[config.mk]
export PLATFORM = sky130hd
export DESIGN_NAME = preamble_sync
export DESIGN_NICKNAME = d
export VERILOG_FILES = /design/src/rtl/preamble_pkg.sv /design/src/rtl/preamble_match_cnt.sv /design/src/rtl/preamble_sync.sv
export SDC_FILE = /design/constraint.sdc
export NUM_CORES = 1
export LEC_CHECK = 0
export ABC_AREA = 1
export BUFFER_PORTS_ARGS = -buffer_cell sky130_fd_sc_hd__buf_4
export CAP_MARGIN = 20
export CORE_MARGIN = 2
export CORE_UTILIZATION = 52
export DETAILED_ROUTE_END_ITERATION = 6
export PLACE_DENSITY = 0.79
export RECOVER_POWER = 25
export SLEW_MARGIN = 10
export SYNTH_ARGS = -nofsm -noshare
export SYNTH_HDL_FRONTEND = slang
export SYNTH_SLANG_ARGS = --single-unit
[constraint.sdc]
create_clock -name clk -period 2.7 [get_ports clk]
set_input_delay 0.54 -clock clk [delete_from_list [all_inputs] [get_ports clk]]
set_output_delay 0.54 -clock clk [all_outputs]
set_load 0.01 [all_outputs]
[src/rtl/preamble_pkg.sv]
// Shared definitions for the preamble inserter/synchroniser pair on the 32-bit valid/ready stream.
package preamble_pkg;

    localparam int DEF_DATA_WIDTH = 32;
    localparam int DEF_CNT_WIDTH  = 32;

    typedef enum logic {
        SEARCH  = 1'b0,
        PAYLOAD = 1'b1
    } state_t;

endpackage

[src/rtl/preamble_match_cnt.sv]
// Preamble run detector: compares each enabled word with the pattern, tracks the current run length,
// and flags the word that completes a run of i_length matches.
module preamble_match_cnt
    import preamble_pkg::*;
#(
    parameter int DATA_WIDTH = DEF_DATA_WIDTH,
    parameter int CNT_WIDTH  = DEF_CNT_WIDTH
) (
    input  logic                  clk,
    input  logic                  rst,
    input  logic                  i_en,
    input  logic                  i_clear,
    input  logic [DATA_WIDTH-1:0] i_word,
    input  logic [DATA_WIDTH-1:0] i_pattern,
    input  logic [CNT_WIDTH-1:0]  i_length,
    output logic                  o_hit
);

    logic [CNT_WIDTH-1:0] r_run;
    logic [CNT_WIDTH-1:0] w_next;
    logic                 w_match;
    logic                 w_sat;

    assign w_match = (i_word == i_pattern);
    assign w_next  = r_run + CNT_WIDTH'(1);
    assign w_sat   = &r_run;

    // A saturated run can never complete, so it is excluded from the terminal test.
    assign o_hit = i_en && w_match && !w_sat && (w_next == i_length);

    always_ff @(posedge clk) begin
        if (!rst) begin
            r_run <= '0;
        end else if (i_clear) begin
            r_run <= '0;
        end else if (i_en) begin
            if (!w_match || o_hit) begin
                r_run <= '0;
            end else if (!w_sat) begin
                r_run <= w_next;
            end
        end
    end

endmodule

[src/rtl/preamble_sync.sv]
// Receive-side preamble synchroniser: strips a run of preamble words and forwards one framed payload.
// Optional idle-timeout abort inside a frame is enabled with `define PREAMBLE_SYNC_TIMEOUT_EN.
module preamble_sync
    import preamble_pkg::*;
#(
    parameter int DATA_WIDTH     = DEF_DATA_WIDTH,
    parameter int CNT_WIDTH      = DEF_CNT_WIDTH,
    parameter int FCOUNT_WIDTH   = 16,
    parameter int TIMEOUT_CYCLES = 256
) (
    input  logic                    clk,
    input  logic                    rst,
    input  logic [DATA_WIDTH-1:0]   signal_in,
    input  logic                    valid_in,
    output logic                    ready_out,
    input  logic [DATA_WIDTH-1:0]   preamble_value,
    input  logic [CNT_WIDTH-1:0]    preamble_length,
    input  logic [CNT_WIDTH-1:0]    frame_length,
    output logic [DATA_WIDTH-1:0]   signal_out,
    output logic                    valid_out,
    input  logic                    ready_in,
    output logic                    frame_start,
    output logic                    frame_last,
    output logic                    locked,
    output logic [FCOUNT_WIDTH-1:0] frame_count,
    output logic                    error
`ifdef PREAMBLE_SYNC_TIMEOUT_EN
    ,
    output logic                    abort
`endif
);

    state_t                  r_state;
    logic [CNT_WIDTH-1:0]    r_pay_cnt;
    logic [DATA_WIDTH-1:0]   r_signal_out;
    logic                    r_valid_out;
    logic                    r_frame_start;
    logic                    r_frame_last;
    logic                    r_locked;
    logic [FCOUNT_WIDTH-1:0] r_frame_count;
    logic                    r_error;
`ifdef PREAMBLE_SYNC_TIMEOUT_EN
    logic [CNT_WIDTH-1:0]    r_idle;
    logic                    r_abort;
`endif

    logic w_ready;
    logic w_accept;
    logic w_cfg_err;
    logic w_hit;
    logic w_pay_last;

    // Single output register without skid buffer: accept only when it is empty or draining.
    assign w_ready    = rst && (!r_valid_out || ready_in);
    assign w_accept   = valid_in && w_ready;
    assign w_cfg_err  = (preamble_length == '0) || (frame_length == '0);
    assign w_pay_last = (r_pay_cnt == frame_length - CNT_WIDTH'(1));

    preamble_match_cnt #(
        .DATA_WIDTH (DATA_WIDTH),
        .CNT_WIDTH  (CNT_WIDTH)
    ) u_match (
        .clk       (clk),
        .rst       (rst),
        .i_en      (w_accept && !w_cfg_err && (r_state == SEARCH)),
        .i_clear   (w_accept && w_cfg_err),
        .i_word    (signal_in),
        .i_pattern (preamble_value),
        .i_length  (preamble_length),
        .o_hit     (w_hit)
    );

    always_ff @(posedge clk) begin
        if (!rst) begin
            r_state       <= SEARCH;
            r_pay_cnt     <= '0;
            r_signal_out  <= '0;
            r_valid_out   <= 1'b0;
            r_frame_start <= 1'b0;
            r_frame_last  <= 1'b0;
            r_locked      <= 1'b0;
            r_frame_count <= '0;
            r_error       <= 1'b0;
`ifdef PREAMBLE_SYNC_TIMEOUT_EN
            r_idle        <= '0;
            r_abort       <= 1'b0;
`endif
        end else begin
            if (r_valid_out && ready_in) begin
                r_valid_out   <= 1'b0;
                r_frame_start <= 1'b0;
                r_frame_last  <= 1'b0;
            end

            if (w_accept) begin
                if (w_cfg_err) begin
                    r_error   <= 1'b1;
                    r_state   <= SEARCH;
                    r_locked  <= 1'b0;
                    r_pay_cnt <= '0;
                end else if (r_state == SEARCH) begin
                    if (w_hit) begin
                        r_state   <= PAYLOAD;
                        r_locked  <= 1'b1;
                        r_pay_cnt <= '0;
                    end
                end else begin
                    // Every word inside a frame is payload, even if it equals the preamble value.
                    r_signal_out  <= signal_in;
                    r_valid_out   <= 1'b1;
                    r_frame_start <= (r_pay_cnt == '0);
                    r_frame_last  <= w_pay_last;
                    if (w_pay_last) begin
                        r_state       <= SEARCH;
                        r_locked      <= 1'b0;
                        r_pay_cnt     <= '0;
                        r_frame_count <= r_frame_count + FCOUNT_WIDTH'(1);
                    end else begin
                        r_pay_cnt <= r_pay_cnt + CNT_WIDTH'(1);
                    end
                end
            end

`ifdef PREAMBLE_SYNC_TIMEOUT_EN
            r_abort <= 1'b0;
            if ((r_state == PAYLOAD) && !w_accept) begin
                if (r_idle == CNT_WIDTH'(TIMEOUT_CYCLES - 1)) begin
                    r_state   <= SEARCH;
                    r_locked  <= 1'b0;
                    r_pay_cnt <= '0;
                    r_idle    <= '0;
                    r_abort   <= 1'b1;
                end else begin
                    r_idle <= r_idle + CNT_WIDTH'(1);
                end
            end else begin
                r_idle <= '0;
            end
`endif
        end
    end

    assign ready_out   = w_ready;
    assign signal_out  = r_signal_out;
    assign valid_out   = r_valid_out;
    assign frame_start = r_frame_start;
    assign frame_last  = r_frame_last;
    assign locked      = r_locked;
    assign frame_count = r_frame_count;
    assign error       = r_error;
`ifdef PREAMBLE_SYNC_TIMEOUT_EN
    assign abort       = r_abort;
`endif

endmodule

### Word-level counts from Yosys, hierarchy flattened

Index checks and enable logic that the tools add are counted.

| cells by class | value |
|---|---|
| add/sub/neg operators | 4 |
| equal/unequal tests | 5 |
| mux-type cells | 26 |
| bitwise logic cells | 3 |
| reduce and logical (&&, ||, !) cells | 28 |

Operators with widths:

| cell | number |
|---|---|
| $mux W32 | 6 |
| $eq A32 B32 Y1 | 3 |
| $logic_not A32 Y1 | 3 |
| $add A32 B1 Y32 const B | 2 |
| $reduce_and A32 Y1 | 1 |
| $sub A32 B1 Y32 const B | 1 |
| $mux W1 | 20 |
| $add A16 B1 Y16 const B | 1 |
| $logic_and A1 B1 Y1 | 9 |
| $reduce_and A2 Y1 | 3 |
| $reduce_and A3 Y1 | 2 |
| $logic_not A1 Y1 | 4 |
| $reduce_and A4 Y1 | 1 |
| $logic_or A1 B1 Y1 | 3 |
| $ne A3 B1 Y1 const B | 1 |
| $not A1 Y1 | 3 |
| $reduce_bool A3 Y1 | 1 |
| $ne A2 B2 Y1 const B | 1 |
| $reduce_or A2 Y1 | 1 |

| word-level totals | value |
|---|---|
| register bits | 118 |
| input port bits | 132 |
| output and inout bits | 54 |
| word-level logic and storage cells | 76 |

### Depth between registers and ports, before layout

Gate-level depths: netlist of run 1.

| depth | value |
|---|---|
| depth after elaboration | 12 |
| mapped depth | 20 |
| gate-level depth less buffers | 19 |

### By module

From an unflattened synthesis of run 1, not the netlist that was laid out.

| unflattened totals | value |
|---|---|
| cell total of the unflattened synthesis | 1542 |
| area total of the unflattened synthesis | 9227.6 µm² |

Modules (own cells, without submodules):

| module | times used | cells an instance | area an instance (µm²) | seq. area each (µm²) |
|---|---|---|---|---|
| preamble_sync | 1 | 897 | 5497.8 | 1721.7 |
| preamble_match_cnt | 1 | 645 | 3729.8 | 640.6 |

### Least setup slack after synthesis of run 1

No wires, ideal clock.

| timing | value |
|---|---|
| path kind | input to register |
| start point | input frame_length[0] |
| end point | register r_frame_count[10] (netlist: frame_count[10]) |
| library setup time | 132 ps |
| data arrival time | 2498 ps |
| data required time | 2568 ps |
| path slack | 70 ps |
| stages | 18 |
| buffers on the path | 1 |
| cell sequence | inv_1 > ha_1 > nand2_2 > nor2_4 > nand2_1 > o21ai_1 > nand2_1 > nand2_1 > nand2_1 > nor2_1 > nand2_1 > nor2_1 > nand3_2 > nor2_2 > nand2_2 > clkbuf_1 > nand2_1 > a21oi_1 |

| on the way | value |
|---|---|
| cells in the longest elaborated chain, start to end | 4 |
| elaborated cells between the ends (all ways) | 6 |
| classes of those cells | 1 x add/sub; 1 x eq/ne; 1 x bitwise; 3 x reduce/logical |

Ends and longest elaborated chain:

| element | line | source |
|---|---|---|
| start: declaration | preamble_sync.sv:18 | `input logic [CNT_WIDTH-1:0] frame_length,` |
| branches (longest 3 deep; another with $sub A32 B1 Y32) | n/a |  |
| $reduce_and A4 Y1 (no source line) (*) | n/a |  |
| end signal: assignment | preamble_sync.sv:117 | `r_frame_count <= r_frame_count + FCOUNT_WIDTH'(1);` |
| end: declaration | preamble_sync.sv:40 | `logic [FCOUNT_WIDTH-1:0] r_frame_count;` |

Mark *: on every way between the ends.
A chain may end at the register's enable or synchronous reset.

### Worst setup path in the final report of run 1

| timing | value |
|---|---|
| start point | register u_match.r_run[6] |
| end point | register r_pay_cnt[22] |

| on the way | value |
|---|---|
| cells in the longest elaborated chain, start to end | 6 |
| elaborated cells between the ends (all ways) | 8 |
| classes of those cells | 1 x add/sub; 1 x eq/ne; 6 x reduce/logical |

Ends and longest elaborated chain:

| element | line | source |
|---|---|---|
| start: declaration | preamble_match_cnt.sv:19 | `logic [CNT_WIDTH-1:0] r_run;` |
| start signal: assignment | preamble_match_cnt.sv:40 | `r_run <= w_next;` |
| branches (longest 3 deep; another with $add A32 B1 Y32) | n/a |  |
| $logic_and A1 B1 Y1 (*) | preamble_match_cnt.sv:29 | `assign o_hit = i_en && w_match && !w_sat && (w_next == i_length);` |
| $reduce_bool A3 Y1 (no source line) (*) | n/a |  |
| $reduce_and A2 Y1 (no source line) (*) | n/a |  |
| end signal: assignment | preamble_sync.sv:119 | `r_pay_cnt <= r_pay_cnt + CNT_WIDTH'(1);` |
| end: declaration | preamble_sync.sv:34 | `logic [CNT_WIDTH-1:0] r_pay_cnt;` |

Marks and branches as above.

==> results of run 1 <==
-- flip-flops by register name (all words and copies together) (netlist names) --
| signal | flops |
|---|---|
| frame_last | 1 |
| r_state | 1 |
| u_match.r_run | 32 |
| frame_count | 16 |
| error | 1 |
| signal_out | 32 |
| valid_out | 1 |
| frame_start | 1 |
| r_pay_cnt | 32 |
| locked | 1 |
-- layout make-up --
type	count	share of cell area (%)
Clock buffer	18	3.28
Clock inverter	14	1.05
Inverter	185	5.43
Multi-Input combinational cell	1322	51.6
Sequential cell	118	18.2
Tap cell	229	2.19
Timing Repair Buffer	305	18.3
-- power groups by stage --
stage	registers (W)	logic, W	clock network [W]
4_1_cts	0.00181	0.000723	0.00225
5_1_grt	0.00183	0.000867	0.00234
3_3_place_gp	0.00185	0.000702	0
3_5_place_dp	0.00185	0.000718	0
6_report	0.00183	0.000788	0.00224
2_1_floorplan	0.00184	0.000370	0
-- per-stage QoR --
| stage | util (%) | TNS [ns] | hold WS (ns) | cells | cell area, sq um |
|---|---|---|---|---|---|
| 6_report | 72.2 | -4.81 | 0.355 | 2191 | 13100 |
| 5_1_grt | 72.2 | -10.23 | 0.353 | 2191 | 13100 |
| 4_1_cts | 69.4 | 0 | 0.348 | 2178 | 12600 |
| 3_5_place_dp | 66.2 | -15.17 | 0.491 | 2146 | 12000 |
| 3_3_place_gp | 66.2 | -10.64 | 0.489 | 2146 | 12000 |
| 2_1_floorplan | - | 0 | 0.458 | 1680 | 9700 |
-- cells by family after synthesis --
logic type / Yosys count / synth area share [%]
AND/OR/NAND/NOR: 1091 / 47.7
buffers and inverters: 240 / 9.79
flip-flops: 118 / 24.3
AO/OA/AOI/OAI: 114 / 6.19
XOR/XNOR: 111 / 11.2
adder cells (fa/ha/maj): 6 / 0.774
-- synth_stat cells (all sizes together) --
library cell	number
o21bai	4
xor3	2
clkinv	4
clkbuf	34
dfxtp	118
and2	5
o21ai	43
nand3	174
nand4	20
nor2	348
a41oi	1
a21oi	65
nor3	39
nand3b	14
xor2	84
nor3b	2
inv	181
or2	2
xnor3	6
nand2	473
or4	1
xnor2	19
ha	6
nor4	13
buf	21
a31oi	1
-- worst reg2reg max path, stage by stage (launching register included) --
cell and delay, ns:
dfxtp_1 0.39, nand2_1 0.16, nor2_4 0.23, nand2_1 0.14, nor2_1 0.23, nand3_1 0.10
nand3_1 0.11, nand2_1 0.10, nor2_2 0.18, nand3_2 0.13, nor2_4 0.15, nand3_4 0.16
a21oi_4 0.21, buf_12 0.14, buf_12 0.13, nand2_1 0.08, a21oi_2 0.13
-- metal layers --
layer  up-vias  wire length [microns]  GRT usage, %
met5         -                      0             0
met4         0                    952          10.3
met1      5360                  13800          41.3
li1       5822                      -             -
met2       623                  15600          53.2
met3        84                   3440          7.13
-- worst paths after layout --
kind                            cells after the start  slack [ns]             start              end
worst max-delay path                               16       -0.15  u_match.r_run[6]    r_pay_cnt[22]
worst min-delay path                                3        0.36     signal_in[29]   signal_out[29]
worst max register to register                     16       -0.15  u_match.r_run[6]    r_pay_cnt[22]
worst min register to register                      2        0.50   frame_count[12]  frame_count[12]
-- timing repair --
action,in CTS,in global routing
pin swaps,2,52
setup endpoints to repair,44,82
gates resized for setup,6,126
setup buffers,0,7
cloned,0,7
==> flow_summary.toml, run 1 <==
[setup_path]
setup.worst_path.class = "register to register"
required_ns = 3.04
end_kind = "register"
crit_chain = "nand2_1, nor2_4, nand2_1, nor2_1, nand3_1, nand3_1, nand2_1, nor2_2, nand3_2, nor2_4, nand3_4, a21oi_4, buf_12, buf_12, nand2_1, a21oi_2"
critPathMaxFanout = 7
arrival_ns = 3.19
crit_top_cell = "nand2_1"
crit_family = "simple AND/OR/NAND/NOR gates"
start_kind = "register"
cpPeakStageDelay_ns = 0.39
critPathSlowestCell = "dfxtp_1"
path_buf_inv = 2

[global_routing]
track_usage_pct = 32.0
grt_first_pass_wirelength_microns = 51600
grt_max_degree = 54
grt_pass1_vias = 10975
gr-total-overflow = 0
antenna_found_initial = 0

[floorplanning]
die_area_sq_um = 19800
core_area_sq_um = 18100
fp.dieW_microns = 141
rows = 49
initial_core_util_pct = 53.5
io-pin-count = 186
die_h_microns = 141

[flow_run]
max_cap_viol_count = 0

[cells_and_area]
nets = 2087
final_cell_mix = "nand2_1, nor2_1, buf_4"
diodes = 0
seq_area_sq_um = 2380
num-fill-cells = 1596
multi_input_area_sq_um = 6760
mostFrequentLayoutCell = "nand2_1"
drive_above_1_share_pct = 22.1
syn2layout_area_growth_pct = 35.0

[cts]
cts.path.max_buffers = 2
holdBufCountCts = 0
cts_inserted_buffers = 17
cts_tree = "yes"
htreeDepth = 4
clk_latency_ns = 0.42
clockRootBuffer = "clkbuf_16"
cts.clk_slew.worst_paths_ns = 0.07
cts_sinks = 118

[synthesis]
synth_area_leaders = "dfxtp_1, nand2_1, nor2_1"
synth_cells = 1680
syn_nets = 1818
synth.largest_area_cell = "dfxtp_1"
syn_avg_cell_area_sq_um = 5.78
netlist_area_sq_um = 9700
ys_seq_area_share_pct = 24.3
synth_seq_cells = 118
synth_top_area_share_pct = 24.3
yosysUniqueCellTypes = 40
yosys_warnings = 0

[routing]
routed_wl_microns = 33800
drt_iter0_drc = 1118
drc = 0
routed_via_density = 5.43
wire_per_inst_microns = 15.4
num_vias = 11889
final_antenna_net_count = 0
first_pass_iters = 6

[timing]
rsz0062_at_grt = "true"
hold_violations = 0
period_share_pct = 106
layout_min_cycle_time_ns = 2.85
worst_pin_slew_ns = 0.627
slew_violations = 0
fmax_mhz = 351
finalSetupViolCount = 61
skew_ns = 0.0137
fin_ws_ns = -0.149
relSlewSlack_pct = 58.2

[placement]
dp_slack_ns = -0.322
hpwl_microns = 24600
routabilityCongestion = 0.970
numPortBuffers = 185

[pwr]
pwr_density_cell_nw_per_um2 = 370
ir_worst_vdd_uv = 419
seqPwrFrac_pct = 37.7
p_comb_share_pct = 16.3
switching_share_pct = 28.8
p_int_w = 0.00346
leakagePower_nw = 6.06
clock_power_share_pct = 46.1
finalPower_w = 0.00485
power.net_switching_w = 0.00139

[hold_path]
holdCritPathClass = "primary input to register"

[status]
status = "complete, but fails checks"
violations = "setup timing"
No activity file was read; power rests on OpenSTA's default activity.
==> run 2: changes to the inputs <==
CAP_MARGIN = default   (was 20)
SKIP_CTS_REPAIR_TIMING = 1   (was default)
==> run 2 against run 1 <==
Against the previous run: flip-flop and latch count unchanged; sequential power about the same; core utilization up 0.57 points; final area up 0.78%; clock power about the same; final cell count unchanged; combinational power up 2%; first-iteration DRC count down 12%; via count down 0.13%; worst hold slack worse by 0.00082 ns; critical endpoint unchanged; die area unchanged; register-to-register slack better by 0.06 ns; the flow still finishes with violations (setup timing).
==> flow_summary.toml, run 2 (synthesis gave the netlist of run 1 again) <==
[cells_and_area]
syn2layout_area_growth_pct = 36.1
final_cell_mix = "nand2_1, nor2_1, buf_4"
final_util_pct = 72.8
mostFrequentLayoutCell = "nand2_1"
drive_above_1_share_pct = 22.9
diodes = 0
fin_cells = 2191
nets = 2087

[routing]
routed_via_density = 5.42
final_antenna_net_count = 0
drt_iter0_drc = 987
num_vias = 11873
wire_per_inst_microns = 15.5
drc = 0
routed_wl_microns = 33900
first_pass_iters = 6

[hold_path]
min-delay-start = "signal_in[24]"
holdPathEnd = "signal_out[24]"
holdCritPathClass = "primary input to register"
min_path_cells = 3

[floorplanning]
io-pin-count = 186
core_area_sq_um = 18100
die_h_microns = 141
initial_core_util_pct = 53.5
rows = 49
die_area_sq_um = 19800
fp.dieW_microns = 141

[timing]
layout_min_cycle_time_ns = 2.79
period_share_pct = 103
relSlewSlack_pct = 57.9
fin_ws_ns = -0.0888
hold_violations = 0
worst_pin_slew_ns = 0.632
rsz0062_at_grt = "true"
skew_ns = 0.0122
slew_violations = 0
finalSetupViolCount = 35
fmax_mhz = 359

[global_routing]
gr-total-overflow = 0
grt_max_degree = 54
antenna_found_initial = 0
grt_pass1_vias = 10967
track_usage_pct = 31.9
grt_first_pass_wirelength_microns = 51500

[pwr]
clock_power_share_pct = 45.9
pwr_density_cell_nw_per_um2 = 369
power.net_switching_w = 0.00141
leakagePower_nw = 6.10
seqPwrFrac_pct = 37.5
p_int_w = 0.00347
switching_share_pct = 28.9
p_comb_share_pct = 16.5
ir_worst_vdd_uv = 422

[cts]
cts_sinks = 118
clockRootBuffer = "clkbuf_16"
cts.path.max_buffers = 2
htreeDepth = 4
cts_tree = "yes"
clk_latency_ns = 0.43
cts.clk_slew.worst_paths_ns = 0.07
cts_inserted_buffers = 17

[setup_path]
r2r_slack_ns = -0.09
worstReg2RegStart = "u_match.r_run[1]"
reg2reg_depth = 17
required_ns = 3.04
arrival_ns = 3.13
start_kind = "register"
reg2reg_to = "r_pay_cnt[22]"
crit_chain = "ha_4, nand2_4, nor2_4, nand2_4, nor2_4, nand2_2, nand3_2, nand4_1, nor2_2, nand2_2, nor2_4, nand3_4, a21oi_4, buf_12, buf_12, nand2_1, a21oi_2"
end_kind = "register"
critPathMaxFanout = 7
setup.worst_path.class = "register to register"
crit_top_cell = "nor2_4"
cpPeakStageDelay_ns = 0.36
critPathSlowestCell = "dfxtp_2"

[placement]
hpwl_microns = 24600
dp_slack_ns = -0.322
dpl.cell_count = 2146
routabilityCongestion = 0.970
numPortBuffers = 185

[status]
violations = "setup timing"
status = "complete, but fails checks"

[flow_run]
max_cap_viol_count = 0
run 2: cell count changes in the layout (fill, tap and decap cells not counted), moves of 3 or more:
cell     delta
nor2_1     -14
nor2_4     +10
nand2_2     +3
nand2_1     -4
buf_6       +3
buf_4       -4
nor2_2      +4
run 2: routing by layer:
| metal | track usage, % | wire [microns] | vias up |
|---|---|---|---|
| li1 | - | - | 5816 |
| met5 | 0 | 0 | - |
| met3 | 7.27 | 3450 | 99 |
| met1 | 41.2 | 13900 | 5329 |
| met2 | 53.2 | 15500 | 629 |
| met4 | 10.2 | 1030 | 0 |
run 2: final cells by class:
class,instances,area [sq um]
clock buffer,18,429
clock inverter,14,138
fill,1582,4940
inverter,185,712
multi-input combinational,1322,6850
sequential,118,2380
tap,229,287
timing repair buffer,305,2410
run 2: power groups by stage:
stage          clock [W]  sequential [W]  combinational [W]
5_1_grt          0.00235         0.00183           0.000885
4_1_cts          0.00225         0.00181           0.000722
6_report         0.00224         0.00183           0.000805
2_1_floorplan          0         0.00184           0.000370
3_3_place_gp           0         0.00185           0.000702
3_5_place_dp           0         0.00185           0.000718
run 2: critical path: cells and delay by family (launching register included):
family	cells	cell delay (ns)
AO/OA/AOI/OAI	2	0.33
AND/OR/NAND/NOR	12	1.57
flip-flops	1	0.36
adder cells (fa/ha/maj)	1	0.16
buffers and inverters	2	0.27
run 2: worst max-delay path by stage:
stage / cells after the start / slack (ns) / from / endpoint
2_1_floorplan: 18 / 0.07 / frame_length[0] / frame_count[10]
3_3_place_gp: 17 / -0.25 / frame_length[0] / frame_count[12]
3_5_place_dp: 17 / -0.32 / frame_length[0] / frame_count[0]
4_1_cts: 17 / -0.08 / u_match.r_run[0] / r_pay_cnt[15]
5_1_grt: 17 / -0.22 / u_match.r_run[0] / r_pay_cnt[22]
6_report: 17 / -0.09 / u_match.r_run[1] / r_pay_cnt[22]
run 2: metrics by stage:
stage	power [W]	area [sq um]	hold WS [ns]	TNS (ns)
finish	0.00488	13200	0.354	-1.64
global route	0.00507	13200	0.353	-10.71
global placement	0.00255	12000	0.489	-10.64
floorplan	0.00221	9700	0.458	0
detailed placement	0.00257	12000	0.491	-15.17
CTS	0.00479	12600	0.348	-2.01
==> run 3: changes to the inputs <==
CORE_UTILIZATION = 51   (was 52)
PLACE_DENSITY = 0.78   (was 0.79)
SYNTH_HIERARCHICAL = 1   (was default)
==> run 3 against run 2 <==
Against the previous run: the flow finishes with violations (DRC, setup timing); global-route usage up 0.41 points; flip-flop and latch count stayed put; sequential share of layout area down 1.2 points; combinational power is 14% higher; die area decreased by 3.0%; first-iteration DRC count grew 34%; maximum frequency fell by 15%; critical endpoint is now r_pay_cnt[14]; largest power group unchanged.
==> flow_summary.toml, run 3 <==
[status]
status = "complete, but fails checks"
violations = "DRC, setup timing"

[synthesis]
synth_top_area_share_pct = 25.6
netlist_area_sq_um = 9230
yosys_warnings = 6
synth_seq_cells = 118
yosysUniqueCellTypes = 41
synth-edff-count = 0
syn_avg_cell_area_sq_um = 5.98
ys_seq_area_share_pct = 25.6
synth_cells = 1542
synth.largest_area_cell = "dfxtp_1"
yosys.cell_count.top_type = "nand2_1"
async_reset_ff_share_pct = 0
ys.flop_type = "dfxtp_1"
syn_nets = 1679
synthTopCellsByCount = "nand2_1, nor2_1, inv_1"
synth_area_leaders = "dfxtp_1, nand2_1, nor2_1"

[floorplanning]
die_h_microns = 139
rows = 49
fp.dieW_microns = 139
die_area_sq_um = 19200
initial_core_util_pct = 51.7
core_area_sq_um = 17800
io-pin-count = 186

[timing]
hold_violations = 0
slew_violations = 0
rsz0062_at_grt = "true"
fin_setup_tns_ns = -12.98
worst_pin_slew_ns = 0.807
fin_ws_ns = -0.576
skew_ns = 0.0139
fmax_mhz = 305
layout_min_cycle_time_ns = 3.28
finalSetupViolCount = 50
relSlewSlack_pct = 45.8
period_share_pct = 121

[cts]
cts_inserted_buffers = 17
cts.path.max_buffers = 2
cts_tree = "yes"
cts.clk_slew.worst_paths_ns = 0.06
clockRootBuffer = "clkbuf_16"
cts_sinks = 118
htreeDepth = 4
clk_latency_ns = 0.44

[setup_path]
critPathMaxFanout = 7
setup.worst_path.class = "register to register"
start_kind = "register"
arrival_ns = 3.59
required_ns = 3.01
worstReg2RegStart = "u_match/r_run[9]"
reg2reg_to = "r_pay_cnt[14]"
r2r_slack_ns = -0.58
endpoint = "r_pay_cnt[14]"
end_kind = "register"
startpoint = "u_match/r_run[9]"
reg2reg_depth = 21

[cells_and_area]
nets = 2128
seq_area_sq_um = 2370
multi_input_area_sq_um = 6650
mostFrequentLayoutCell = "buf_4"
diodes = 0
num-fill-cells = 1307
drive_above_1_share_pct = 33.5
final_cell_mix = "buf_4, nand2_1, nor2_1"
syn2layout_area_growth_pct = 53.0

[pwr]
clock_power_share_pct = 45.4
switching_share_pct = 29.0
pwr_density_cell_nw_per_um2 = 353
power.net_switching_w = 0.00144
seqPwrFrac_pct = 36.2
leakagePower_nw = 6.60
ir_worst_vdd_uv = 441
p_int_w = 0.00354
p_comb_share_pct = 18.4
finalPower_w = 0.00498

[routing]
wl_met1_microns = 13700
wl_met3_microns = 2850
first_pass_iters = 7
wl_met2_microns = 17000
top_layer = "met4"
routed_via_density = 5.50
wire_per_inst_microns = 15.9
routed_wl_microns = 35500
drt_iter0_drc = 1323
final_antenna_net_count = 0
drc = 4
num_vias = 12284

[global_routing]
gr-total-overflow = 0
track_usage_pct = 32.3
grt_max_degree = 54
grt_pass1_vias = 11188
antenna_found_initial = 0
grt_first_pass_wirelength_microns = 51400

[placement]
routabilityCongestion = 0.978
numPortBuffers = 185
hpwl_microns = 24300

[flow_run]
max_cap_viol_count = 0

[hold_path]
holdCritPathClass = "primary input to register"
min_path_cells = 3
==> run 3: changes by cell type after synthesis, sizes merged, moves of 18 or more <==
cell and delta:
xor2 -50, o21ai +42, nand2 -39, nand3 -27, nor2 -23, nor3 -22
xnor2 +20, clkbuf -18
==> run 3: power groups by stage <==
stage                     clock, W  sequential, W  combinational (W)
after global routing       0.00234        0.00180           0.000997
after CTS                  0.00225        0.00180           0.000849
after global placement           0        0.00183           0.000824
after floorplan                  0        0.00183           0.000353
after detailed placement         0        0.00184           0.000842
final                      0.00226        0.00180           0.000918
==> run 3: layer usage <==
metal / up-vias / GRT usage, %
met3: 196 / 5.30
met2: 708 / 57.5
li1: 5793 / -
met4: 0 / 13.3
met1: 5587 / 38.8
met5: - / 0
==> run 3: area by class of cell <==
class                   instances  share of cell area (%)
clock buffers                  18                    3.04
multi-input cells            1217                    47.1
well taps                     229                    2.03
flip-flops and latches        118                    16.8
clock inverters                14                    1.01
inverters                     174                    4.89
repair buffers                463                    25.2
==> run 3: critical path, cell delays in order, from the launching register on <==
cell	delay, ns
dfxtp_1	0.41
nand2_2	0.15
nor2_2	0.17
nand2_1	0.11
nor2_4	0.27
inv_2	0.09
nand2_2	0.09
nand2_2	0.06
nand2_2	0.07
nand2_1	0.05
nor2_1	0.11
nand3_1	0.11
nor4_2	0.19
nand3_1	0.17
nor2_4	0.13
inv_2	0.05
nand3b_4	0.09
nand2_8	0.10
buf_4	0.18
nor3_4	0.18
xor2_1	0.27
nor2_1	0.09
==> run 3: worst min-delay path by stage <==
stage / startpoint / to / slack [ns]
2_1_floorplan: locked / locked / 0.48
4_1_cts: signal_in[26] / signal_out[26] / 0.35
6_report: signal_in[26] / signal_out[26] / 0.35
3_5_place_dp: locked / locked / 0.46
5_1_grt: signal_in[9] / signal_out[9] / 0.35
3_3_place_gp: locked / locked / 0.45
==> run 3: cells by family after synthesis <==
family	count (synthesis)	synth area share, %
flops	118	25.6
fa+ha+maj	5	0.678
simple gates	988	48.5
compound gates	147	8.43
xor+xnor	75	7.42
buf+inv	209	9.34
==> run 3: per-stage QoR <==
stage | instances | area (sq um) | setup slack (ns) | util (%) | hold slack [ns]
global placement | 2184 | 12800 | -0.932 | 72.0 | 0.451
detailed placement | 2184 | 12800 | -1.04 | 72.0 | 0.457
floorplan | 1542 | 9340 | -0.661 | - | 0.483
finish | 2233 | 14100 | -0.576 | 79.1 | 0.348
CTS | 2216 | 13400 | -0.678 | 75.2 | 0.349
global route | 2233 | 14100 | -0.737 | 79.1 | 0.355
